==> src/rtl/run_sequencer_pkg.sv <==
// Shared types and helpers for the run sequencer: FSM states and ASCII encoding.
package run_sequencer_pkg;

  typedef enum logic [2:0] {
    StIdle,
    StStart,
    StRun,
    StReport,
    StDone
  } state_e;

  localparam logic [7:0] CR = 8'h0D;
  localparam logic [7:0] LF = 8'h0A;

  function automatic logic [7:0] hex_ascii(input logic [3:0] nib);
    return (nib < 4'd10) ? (8'h30 + {4'h0, nib}) : (8'h37 + {4'h0, nib});
  endfunction

endpackage

==> src/rtl/run_sequencer_if.sv <==
// Byte stream from the run sequencer to the UART transmitter (valid/ready).
interface run_sequencer_if;

  logic [7:0] tx_data;
  logic       tx_valid;
  logic       tx_ready;

  modport master (output tx_data, output tx_valid, input tx_ready);
  modport slave  (input tx_data, input tx_valid, output tx_ready);

endinterface

==> src/rtl/run_sequencer_sync_rise.sv <==
// Two-flop synchronizer for an asynchronous level, plus a one-cycle rising-edge pulse.
module sync_rise (
    input  logic clk,
    input  logic rstn,
    input  logic din,
    output logic rise
);

    logic s1_q, s2_q, s3_q;

    always_ff @(posedge clk or negedge rstn) begin
        if (!rstn) begin
            s1_q <= 1'b0;
            s2_q <= 1'b0;
            s3_q <= 1'b0;
        end else begin
            s1_q <= din;
            s2_q <= s1_q;
            s3_q <= s2_q;
        end
    end

    assign rise = s2_q & ~s3_q;

endmodule

==> src/rtl/run_sequencer.sv <==
// Run controller: one start pulse per run edge, counts cycles to dp_done,
// latches the count and reports it as uppercase hex + CR LF over the tx stream.
module run_sequencer
    import run_sequencer_pkg::*;
#(
    parameter int unsigned CNT_W     = 16,
    parameter bit          REPORT_EN = 1'b1
) (
    input  logic               clk,
    input  logic               rstn,
    input  logic               run,
    output logic               start,
    input  logic               dp_done,
    output logic               busy,
    output logic               done,
    output logic [CNT_W-1:0]   cycles,
    run_sequencer_if.master    tx
);

    localparam int unsigned NDIG   = CNT_W / 4;
    localparam int unsigned NBYTES = NDIG + 2;
    localparam int unsigned IDX_W  = $clog2(NBYTES);

    state_e             state_q, state_d;
    logic [CNT_W-1:0]   counter_q, counter_d, cnt_inc;
    logic [CNT_W-1:0]   cycles_q, cycles_d;
    logic [IDX_W-1:0]   idx_q, idx_d;
    logic               run_rise;
    logic [7:0]         msg [NBYTES];
    logic [7:0]         cur_byte;
    logic [7:0]         tx_data_c;
    logic               tx_valid_c;

    sync_rise u_sync_run (
        .clk  (clk),
        .rstn (rstn),
        .din  (run),
        .rise (run_rise)
    );

    assign cnt_inc = (&counter_q) ? counter_q : counter_q + 1'b1;

    // Report message, most-significant nibble first.
    always_comb begin
        for (int i = 0; i < int'(NDIG); i++) begin
            msg[i] = hex_ascii(cycles_q[4*(int'(NDIG)-1-i) +: 4]);
        end
        msg[NDIG]     = CR;
        msg[NDIG + 1] = LF;
        cur_byte      = (int'(idx_q) < int'(NBYTES)) ? msg[idx_q] : 8'h00;
    end

    always_comb begin
        state_d    = state_q;
        counter_d  = counter_q;
        cycles_d   = cycles_q;
        idx_d      = idx_q;
        start      = 1'b0;
        busy       = 1'b0;
        done       = 1'b0;
        tx_valid_c = 1'b0;
        tx_data_c  = 8'h00;
        case (state_q)
            StIdle: begin
                if (run_rise) state_d = StStart;
            end
            StStart: begin
                start     = 1'b1;
                busy      = 1'b1;
                counter_d = '0;
                state_d   = StRun;
            end
            StRun: begin
                busy      = 1'b1;
                counter_d = cnt_inc;
                if (dp_done) begin
                    cycles_d = cnt_inc;
                    idx_d    = '0;
                    state_d  = REPORT_EN ? StReport : StDone;
                end
            end
            StReport: begin
                busy       = 1'b1;
                tx_valid_c = 1'b1;
                tx_data_c  = cur_byte;
                if (tx.tx_ready) begin
                    if (idx_q == IDX_W'(NBYTES - 1)) begin
                        idx_d   = '0;
                        state_d = StDone;
                    end else begin
                        idx_d = idx_q + 1'b1;
                    end
                end
            end
            StDone: begin
                done = 1'b1;
                if (run_rise) state_d = StStart;
            end
            default: state_d = StIdle;
        endcase
    end

    always_ff @(posedge clk or negedge rstn) begin
        if (!rstn) begin
            state_q   <= StIdle;
            counter_q <= '0;
            cycles_q  <= '0;
            idx_q     <= '0;
        end else begin
            state_q   <= state_d;
            counter_q <= counter_d;
            cycles_q  <= cycles_d;
            idx_q     <= idx_d;
        end
    end

    assign cycles      = cycles_q;
    assign tx.tx_data  = tx_data_c;
    assign tx.tx_valid = tx_valid_c;

endmodule

==> src/flat_wrapper.sv <==
// flat-port wrapper written by rule: the top's interface ports become plain ports
module run_sequencer_flat import run_sequencer_pkg::*;
#(
    parameter int unsigned CNT_W     = 16,
    parameter bit          REPORT_EN = 1'b1
)
  (clk, rstn, run, start, dp_done, busy, done, cycles, tx_tx_data, tx_tx_valid, tx_tx_ready);
  run_sequencer_if tx_i ();
  input  logic clk;
  input  logic rstn;
  input  logic run;
  output logic start;
  input  logic dp_done;
  output logic busy;
  output logic done;
  output logic [CNT_W-1:0] cycles;
  output wire logic [$bits(tx_i.tx_data)-1:0] tx_tx_data;
  output wire logic [$bits(tx_i.tx_valid)-1:0] tx_tx_valid;
  input wire logic [$bits(tx_i.tx_ready)-1:0] tx_tx_ready;
  assign tx_tx_data = tx_i.tx_data;
  assign tx_tx_valid = tx_i.tx_valid;
  assign tx_i.tx_ready = tx_tx_ready;
  run_sequencer #(.CNT_W(CNT_W), .REPORT_EN(REPORT_EN)) u_core (.clk(clk), .rstn(rstn), .run(run), .start(start), .dp_done(dp_done), .busy(busy), .done(done), .cycles(cycles), .tx(tx_i));
endmodule
==> config.mk <==
export PLATFORM = sky130hd
export DESIGN_NAME = run_sequencer_flat
export DESIGN_NICKNAME = d
export VERILOG_FILES = /design/src/rtl/run_sequencer_pkg.sv /design/src/rtl/run_sequencer_if.sv /design/src/rtl/run_sequencer_sync_rise.sv /design/src/rtl/run_sequencer.sv /design/src/flat_wrapper.sv
export SDC_FILE = /design/constraint.sdc
export NUM_CORES = 1
export LEC_CHECK = 0
export ABC_AREA = 1
export BUFFER_PORTS_ARGS = -buffer_cell sky130_fd_sc_hd__clkbuf_2
export CORE_MARGIN = 8
export CORE_UTILIZATION = 50
export DETAILED_ROUTE_END_ITERATION = 6
export PLACE_DENSITY = 0.81
export SETUP_SLACK_MARGIN = 0.2
export SYNTH_ARGS = -nofsm -noshare
export SYNTH_HDL_FRONTEND = slang
export SYNTH_SLANG_ARGS = --single-unit
==> constraint.sdc <==
create_clock -name clk -period 1.7 [get_ports clk]
set_clock_uncertainty 0.05 [all_clocks]
set_input_delay 0.34 -clock clk [delete_from_list [all_inputs] [get_ports clk]]
set_output_delay 0.34 -clock clk [all_outputs]
set_load 0.02 [all_outputs]
==> flow_summary.ini, run 1 <==
[timing]
final_critical_path_setup_slack_ns = -0.4603
setup_viol = 10
period_share = 1.271
period_needed_ns = 2.160
hold_slack_ns = 0.09263
maxSlewViolCount = 0
rsz0062_at_grt = yes
timing.final.hold_violations = 0
maxClockFrequency_mhz = 462.9

[layout]
filler_cell_count = 342
post_layout_nonfiller_instances = 568
final_core_util = 0.7691
synthToLayoutAreaGrowth_pct = 48.72
post_route_cells_drive_above_1_share = 0.5121
finalNetCount = 505
n_antenna_cell = 0

[floorplan]
fp.dieW_um = 91.24
fp.dieArea_um2 = 8324
coreArea_um2 = 5473
num_rows = 27
fp.dieH_um = 91.24
start_util = 0.5171
num_io_pins = 33

[setup_path]
critical_path.n_buffers_inverters = 3
crit_chain = inv_2, ha_4, inv_2, nor2_4, nor2_1, nand2_1, nand2_2, nor3b_2, nor2_2, clkbuf_8
crit_path_max_fanout = 4
timing.reg2reg.worst_path_depth = 8
critPathRequiredTime_ns = 1.31
critical_path.reg2reg.startpoint = u_core.counter_q[1]$_DFFE_PN0P_
r2r_setup_slack_ns = 0.06
timing.critical_path.slowest_stage_cell = dfrtp_2
cp_common_cell = inv_2
critical_path_class = flop to output port
critPathArrivalTime_ns = 1.77
critical_path.reg2reg.endpoint = u_core.counter_q[8]$_DFFE_PN0P_
worst_path_largest_cell_delay_ns = 0.45
setup.worst_path.end_class = output port
path_delay_family = simple AND/OR/NAND/NOR gates
worstSetupStartpointType = flop

[hold_path]
hp-class = primary input to flop
timing.hold.worst.start = run
number_of_stages_on_the_worst_hold_path = 1
hold_end = u_core.u_sync_run.s1_q$_DFF_PN0_

[synth]
mean_cell_area_of_the_mapped_netlist_um2 = 7.076
syn_inst = 400
count_of_flip_flops_with_a_built_in_enable_after_synthesis = 0
synth-seq-cells = 41
synth_top_cells_by_count = 121 x nand2_1, 50 x inv_1, 41 x dfrtp_1, 38 x nor2_1, 25 x o21ai_0
netlist.area_leader.share = 0.3625
yosysTopAreaCell = dfrtp_1
synth_fp_nets = 410
async_reset_ff_frac = 1.000
fraction_of_the_yosys_area_taken_by_sequential_cells = 0.3625
yosys_warnings = 0
syn_area_um2 = 2830
synth-main-ff-cell = dfrtp_1
leading_post_synthesis_cells_by_cell_area = dfrtp_1 36%, nand2_1 16%, inv_1 6.6%
synthMostInstantiatedCell = nand2_1
synth.lib_cells_used.distinct = 38

[placement]
place_inst = 542
setup_slack_at_placement_ns = -0.1024
finalWeightedCongestion = 0.9132
portBuffers = 31
dp_hpwl_um = 5823

[routing]
wl_um = 9696
detail_route.first_pass.iterations = 7
ant_nets = 0
detail_route.wl_per_cell_um = 17.07
via_count = 3246
drcViolationCount = 0
avgViaCountPerCell = 5.715
dr.first_iter.drc_count = 225

[clocking]
numCtsBuffers = 5
cts_tree = yes
clock_sinks = 41
cts-root-buf = clkbuf_8
clkLatencyLatePin_ns = 0.31
clk_pin_slew_worst_paths_ns = 0.09
cts-htree-levels = 2
clk_path_buf_depth = 2

[grt]
grt_start_max_net_pins = 42
grt_util_met3 = 0.04033
grt_pass1_wl_um = 13400
grt-ovfl-total = 0
first_global_vias = 2990
grt_util_met1 = 0.2124
global_route.peak_usage_layer = met2
grt_use_total = 0.1945
initial_antenna_violation_count = 0
globalRouteMet2Util = 0.3519

[job]
drv.max_cap_violation_count = 0

[pwr]
power_density_nw_per_um2 = 1163
power.leakage_nw = 2.002
vdd.ir_drop.worst_uv = 890.2

[status]
violations = negative setup slack
run_status = finished, violations left
registers in the layout (all words and copies together), names as in the netlist:
name                    cells
u_core.u_sync_run.s2_q      1
u_core.idx_q                3
u_core.u_sync_run.s3_q      1
u_core.state_q              3
u_core.u_sync_run.s1_q      1
u_core.cycles              16
u_core.counter_q           16
worst max path at each step:
stage	start	endpoint	cells after the start
finish	u_core.cycles[1]$_DFFE_PN0P_	tx_tx_data[6]	10
global route	u_core.cycles[9]$_DFFE_PN0P_	tx_tx_data[2]	13
CTS	u_core.cycles[1]$_DFFE_PN0P_	tx_tx_data[6]	10
detailed placement	u_core.cycles[1]$_DFFE_PN0P_	tx_tx_data[6]	10
global placement	u_core.cycles[10]$_DFFE_PN0P_	tx_tx_data[1]	9
floorplan	u_core.cycles[9]$_DFFE_PN0P_	tx_tx_data[2]	12
cell families after synthesis:
logic type | count (synthesis) | share of synthesized area
other | 1 | 0.001325
AOI/OAI and AO/OA | 60 | 0.1282
xor gates and xnor gates | 3 | 0.009286
and+or+nand+nor | 223 | 0.3753
buffers and inverters | 67 | 0.1012
adders and majority gates | 5 | 0.02210
DFF | 41 | 0.3625
metrics by stage:
stage               area (um2)  total power [mW]  TNS, ns
detailed placement        3458             3.446  -0.4372
global route              4209             5.154   -3.442
global placement          3458             3.393  -0.2190
finish                    4209             4.895   -2.785
CTS                       3799             4.371   -2.259
floorplan                 2904             2.677        0
layer usage:
layer | up-vias | wire, um
li1 | 1480 | -
met1 | 1548 | 3578
met2 | 173 | 5059
met3 | 45 | 645
met4 | 0 | 412
met5 | - | 0
final cells by class:
class                   instances  area [um2]  share of cell area
clock buffers                   7       76.32             0.01813
clock inverters                 1       5.005            0.001189
inverters                      60       239.0             0.05678
multi-input cells             294        1979              0.4703
flip-flops and latches         41        1044              0.2479
well taps                      72       90.09             0.02140
repair buffers                 93       775.7              0.1843
where the power goes:
group	internal [mW]	switching, mW
clock	0.289	0.353
sequential	1.12	0.216
combinational	1.19	1.73
total	2.60	2.30
placed cells by master (no fill, tap or decap), types with 4 or more instances in the layout:
| cell type | n |
|---|---|
| nand3_4 | 8 |
| buf_4 | 50 |
| nand2_4 | 4 |
| nand3_2 | 5 |
| buf_6 | 14 |
| clkbuf_2 | 19 |
| dfrtp_2 | 14 |
| nor2_2 | 15 |
| dfrtp_1 | 27 |
| o21ai_1 | 20 |
| clkbuf_8 | 11 |
| nand2_2 | 31 |
| a21oi_2 | 4 |
| ha_4 | 5 |
| a21oi_1 | 6 |
| nor2_4 | 16 |
| o21ai_2 | 16 |
| nor2_1 | 15 |
| inv_2 | 23 |
| nand2_1 | 92 |
| inv_1 | 33 |
| nand4_1 | 8 |
| nand3_1 | 19 |
| o21ai_0 | 5 |
repair_timing:
item	4_1_cts	5_1_grt
resized for setup	58	110
buffers inserted	7	8
pin swaps	18	39
setup endpoints to repair	34	49
hold buffers	1	0
cloned	0	2
endpoints found under the hold margin	41	0
Note: power is estimated with default switching activity, not from simulation.
==> inputs of run 2 (changes only) <==
==> constraint.sdc (replaced) <==
create_clock -name clk -period 2.1 [get_ports clk]
set_clock_uncertainty 0.05 [all_clocks]
set_input_delay 0.42 -clock clk [delete_from_list [all_inputs] [get_ports clk]]
set_output_delay 0.42 -clock clk [all_outputs]
set_load 0.02 [all_outputs]
==> flow_summary.ini, run 2 (synthesis gave the netlist of run 1 again) <==
[layout]
finalNetCount = 474
post_route_cells_drive_above_1_share = 0.3677
post_layout_nonfiller_instances = 537
layout_commonest_cell = nand2_1
top_library_cells_by_usage_in_the_layout_fill_and_taps_aside = 111 x nand2_1, 35 x inv_1, 35 x dfrtp_1
synthToLayoutAreaGrowth_pct = 27.72
final_core_util = 0.6605
n_antenna_cell = 0

[clocking]
clock_sinks = 41
clkLatencyLatePin_ns = 0.30
cts_tree = yes
cts-htree-levels = 2
numCtsBuffers = 5
clk_pin_slew_worst_paths_ns = 0.08
clk_path_buf_depth = 2
cts-root-buf = clkbuf_8

[grt]
grt_start_max_net_pins = 19
first_global_vias = 2747
grt_pass1_wl_um = 13090
grt-ovfl-total = 0
grt_use_total = 0.1900
initial_antenna_violation_count = 0

[setup_path]
crit_path_max_fanout = 3
worst_path_largest_cell_delay_ns = 0.46
timing.reg2reg.worst_path_depth = 10
critPathRequiredTime_ns = 1.63
critPathArrivalTime_ns = 1.80
cp_common_cell = nor2_2
crit_chain = inv_2, ha_4, o21ai_1, nand3_2, nor2_4, nor2_2, nor2_2, buf_6
worstSetupStartpointType = flop
setup.worst_path.end_class = output port
critical_path_class = flop to output port
timing.critical_path.slowest_stage_cell = dfrtp_2

[routing]
wl_um = 8171
detail_route.wl_per_cell_um = 15.22
drcViolationCount = 0
via_count = 2968
dr.first_iter.drc_count = 215
ant_nets = 0
avgViaCountPerCell = 5.527
detail_route.first_pass.iterations = 5

[timing]
totalNegativeSetupSlack_ns = -0.3582
maxSlewViolCount = 0
final_critical_path_setup_slack_ns = -0.1670
period_share = 1.080
maxClockFrequency_mhz = 441.1
rsz0062_at_grt = yes
setup_viol = 4
period_needed_ns = 2.267
timing.final.hold_violations = 0

[placement]
finalWeightedCongestion = 0.9072
portBuffers = 31
dp_hpwl_um = 5526
place_inst = 505

[floorplan]
coreArea_um2 = 5473
fp.dieW_um = 91.24
num_rows = 27
fp.dieArea_um2 = 8324
start_util = 0.5171
num_io_pins = 33
fp.dieH_um = 91.24

[hold_path]
number_of_stages_on_the_worst_hold_path = 1
hp-class = primary input to flop

[job]
drv.max_cap_violation_count = 0

[status]
violations = negative setup slack
run_status = finished, violations left

[pwr]
vdd.ir_drop.worst_uv = 584.2
power_density_nw_per_um2 = 1007
power.leakage_nw = 1.797
==> run 2: cell count changes in the layout (fill, tap and decap cells not counted), sizes merged <==
cell,before,now
inv,59,60
nand2,128,127
buf,67,38
clkinv,1,0
clkinvlp,1,0
bufinv,0,1
nor2,48,47
==> run 2: worst paths after layout <==
| path | from | endpoint | slack, ns |
|---|---|---|---|
| worst min-delay path | run | u_core.u_sync_run.s1_q$_DFF_PN0_ | 0.17 |
| worst max register to register | u_core.counter_q[1]$_DFFE_PN0P_ | u_core.cycles[0]$_DFFE_PN0P_ | 0.35 |
| worst max-delay path | u_core.cycles[1]$_DFFE_PN0P_ | tx_tx_data[1] | -0.17 |
| worst min register to register | u_core.u_sync_run.s1_q$_DFF_PN0_ | u_core.u_sync_run.s2_q$_DFF_PN0_ | 0.31 |
| max in group asynchronous | rstn | u_core.cycles[15]$_DFFE_PN0P_ | 0.95 |
| min in group asynchronous | rstn | u_core.u_sync_run.s1_q$_DFF_PN0_ | 0.49 |
==> run 2: final cells by class <==
cell class	count	area [um2]
tap	72	90.09
multi-input combinational	292	1690
fill	447	1858
sequential	41	1033
timing repair buffer	64	456.7
clock inverter	1	30.03
clock buffer	7	86.33
inverter	60	227.7
==> run 2: through the flow <==
step | worst slack (ns) | total power, mW | hold WS [ns] | area [um2]
after floorplan | 0.1904 | 2.127 | 0.07441 | 2840
after global placement | 0.06193 | 2.495 | 0.2777 | 3092
after detailed placement | 0.07977 | 2.526 | 0.2913 | 3092
after CTS | -0.06705 | 3.468 | 0.1634 | 3502
after global routing | -0.2309 | 3.830 | 0.1704 | 3615
final | -0.1670 | 3.642 | 0.1671 | 3615
==> run 2: layer usage <==
layer / global-route usage / vias to the layer above / wire (um)
met4: 0.07094 / 0 / 203
li1: - / 1407 / -
met5: 0 / - / 0
met3: 0.04115 / 20 / 551
met1: 0.2243 / 1410 / 3305
met2: 0.3295 / 131 / 4112
==> run 2: repair_timing <==
action,CTS,global route
gates resized for setup,56,35
pin swaps,10,7
hold buffers,1,0
setup buffers,19,4
hold endpoints to repair,11,0
setup endpoints to repair,7,12
==> run 2: critical path, delay by kind of cell (launching register included) <==
kind	cells	cell delay, ns
flip-flops	1	0.46
adder cells (fa/ha/maj)	1	0.19
buffers and inverters	2	0.22
AND/OR/NAND/NOR	4	0.46
AO/OA/AOI/OAI	1	0.16
==> run 2: report_power, final <==
part	internal (mW)	switching (mW)	leakage, nW
clock network	0.388	0.284	0.0585
registers	0.910	0.165	0.544
logic	0.689	1.21	1.20
==> inputs of run 3 (changes only) <==
--- a/config.mk
+++ b/config.mk
@@ -7,11 +7,11 @@
 export LEC_CHECK = 0
 export ABC_AREA = 1
 export BUFFER_PORTS_ARGS = -buffer_cell sky130_fd_sc_hd__clkbuf_2
-export CORE_MARGIN = 8
 export CORE_UTILIZATION = 50
 export DETAILED_ROUTE_END_ITERATION = 6
 export PLACE_DENSITY = 0.81
 export SETUP_SLACK_MARGIN = 0.2
+export SLEW_MARGIN = 20
 export SYNTH_ARGS = -nofsm -noshare
 export SYNTH_HDL_FRONTEND = slang
 export SYNTH_SLANG_ARGS = --single-unit
==> flow_summary.ini, run 3 (synthesis gave the netlist of run 1 again) <==
[layout]
filler_cell_count = 429
synthToLayoutAreaGrowth_pct = 32.01
final_core_util = 0.6827
layout_commonest_cell = nand2_1
multi_input_gate_area_in_the_final_layout_um2 = 1663
top_library_cells_by_usage_in_the_layout_fill_and_taps_aside = 117 x nand2_1, 37 x buf_4, 35 x inv_1
post_route_cells_drive_above_1_share = 0.3800
n_antenna_cell = 0
sequential_cell_area_um2 = 1037
final_cell_area_um2 = 3736
finalNetCount = 489

[grt]
grt_pass1_wl_um = 13770
first_global_vias = 2874
grt_use_total = 0.2985
grt_start_max_net_pins = 26
grt-ovfl-total = 0
initial_antenna_violation_count = 0

[routing]
detail_route.wl_per_cell_um = 15.88
avgViaCountPerCell = 5.619
dr.first_iter.drc_count = 340
detail_route.first_pass.iterations = 5
drcViolationCount = 0
via_count = 3096
wl_um = 8749
ant_nets = 0

[timing]
period_share = 1.099
hold_slack_ns = 0.07233
period_needed_ns = 2.309
worst_slew_pin_slew_ns = 0.6509
rsz0062_at_grt = yes
setup_viol = 8
maxClockFrequency_mhz = 433.2
maxSlewHeadroom = 0.5661
timing.final.hold_violations = 0
maxSlewViolCount = 0
final_critical_path_setup_slack_ns = -0.2086

[placement]
setup_slack_at_placement_ns = 0.1050
dp_hpwl_um = 5099
dpl_cell_area_um2 = 3054
portBuffers = 31
finalWeightedCongestion = 0.9336

[setup_path]
critPathRequiredTime_ns = 1.63
crit_path_max_fanout = 2
crit_chain = inv_2, ha_4, inv_2, o211ai_1, nor3b_2, nor2_1, buf_4
setup.worst_path.end_class = output port
cp_common_cell = inv_2
path_delay_family = flip-flops
worst_path_largest_cell_delay_ns = 0.40
critical_path_class = flop to output port
critPathArrivalTime_ns = 1.84
critical_path.n_buffers_inverters = 3
worstSetupStartpointType = flop
timing.critical_path.slowest_stage_cell = dfrtp_1

[clocking]
clk_path_buf_depth = 2
cts_tree = yes
hold_buffers = 0
clkLatencyLatePin_ns = 0.31
numCtsBuffers = 5
cts-root-buf = clkbuf_8
cts-htree-levels = 2
clock_sinks = 41
clk_pin_slew_worst_paths_ns = 0.09

[status]
violations = negative setup slack
run_status = finished, violations left

[floorplan]
fp.dieW_um = 77.24
num_rows = 27
num_io_pins = 33
start_util = 0.5171
fp.dieArea_um2 = 5965
coreArea_um2 = 5473
fp.dieH_um = 77.24

[hold_path]
hp-class = primary input to async pin

[pwr]
power.leakage_nw = 1.885
vdd.ir_drop.worst_uv = 622.9
power_density_nw_per_um2 = 970.2

[job]
drv.max_cap_violation_count = 0
[run 3: changes by cell type in the layout (fill, tap and decap cells not counted), moves of 2 or more]
cell     delta
o21ai_1     -3
buf_4       +4
nor2_4      -2
o21ai_2     +2
dfrtp_2     +3
buf_6      +11
dfrtp_1     -3
nand2_1     +6
nand2_2     -7
[run 3: timing repair]
action,CTS,global route
setup endpoints to repair,7,11
resized for setup,64,31
setup buffers,35,9
pin swaps,16,18
[run 3: worst paths after layout]
kind / cells after the start / slack, ns / start / end
worst max-delay path: 7 / -0.21 / u_core.cycles[4]$_DFFE_PN0P_ / tx_tx_data[6]
worst min-delay path: 1 / 0.07 / rstn / u_core.state_q[0]$_DFFE_PN0P_
worst max register to register: 16 / -0.06 / u_core.cycles[9]$_DFFE_PN0P_ / u_core.cycles[9]$_DFFE_PN0P_
worst min register to register: 0 / 0.30 / u_core.u_sync_run.s1_q$_DFF_PN0_ / u_core.u_sync_run.s2_q$_DFF_PN0_
max in group asynchronous: 2 / 1.31 / rstn / u_core.cycles[9]$_DFFE_PN0P_
min in group clk: 1 / 0.17 / run / u_core.u_sync_run.s1_q$_DFF_PN0_
[run 3: per-layer routing]
metal	share of wire	vias to the layer above	global-route usage
li1	-	1438	-
met1	0.40	1447	0.3658
met2	0.48	163	0.4929
met3	0.069	48	0.06548
met4	0.049	0	0.1472
met5	0	-	0
[run 3: metrics by stage]
| stage | total power [mW] | cells | TNS, ns |
|---|---|---|---|
| after floorplan | 2.127 | 400 | 0 |
| after CTS | 3.431 | 542 | -0.2499 |
| after detailed placement | 2.478 | 500 | 0 |
| after global routing | 3.826 | 551 | -1.368 |
| after global placement | 2.441 | 500 | 0 |
| final | 3.625 | 551 | -0.8849 |
[run 3: report_power, final]
part           internal, mW  leakage (nW)  switching (mW)
clock network         0.346        0.0540           0.298
logic                 0.698          1.29            1.19
registers             0.913         0.540           0.177
total                  1.96          1.88            1.67
[run 3: layout make-up]
type / instances / share of cell area
Multi-Input combinational cell: 292 / 0.4451
Sequential cell: 41 / 0.2776
Timing Repair Buffer: 79 / 0.1644
Inverter: 60 / 0.06095
Tap cell: 72 / 0.02411
Clock buffer: 5 / 0.01842
Clock inverter: 2 / 0.009377
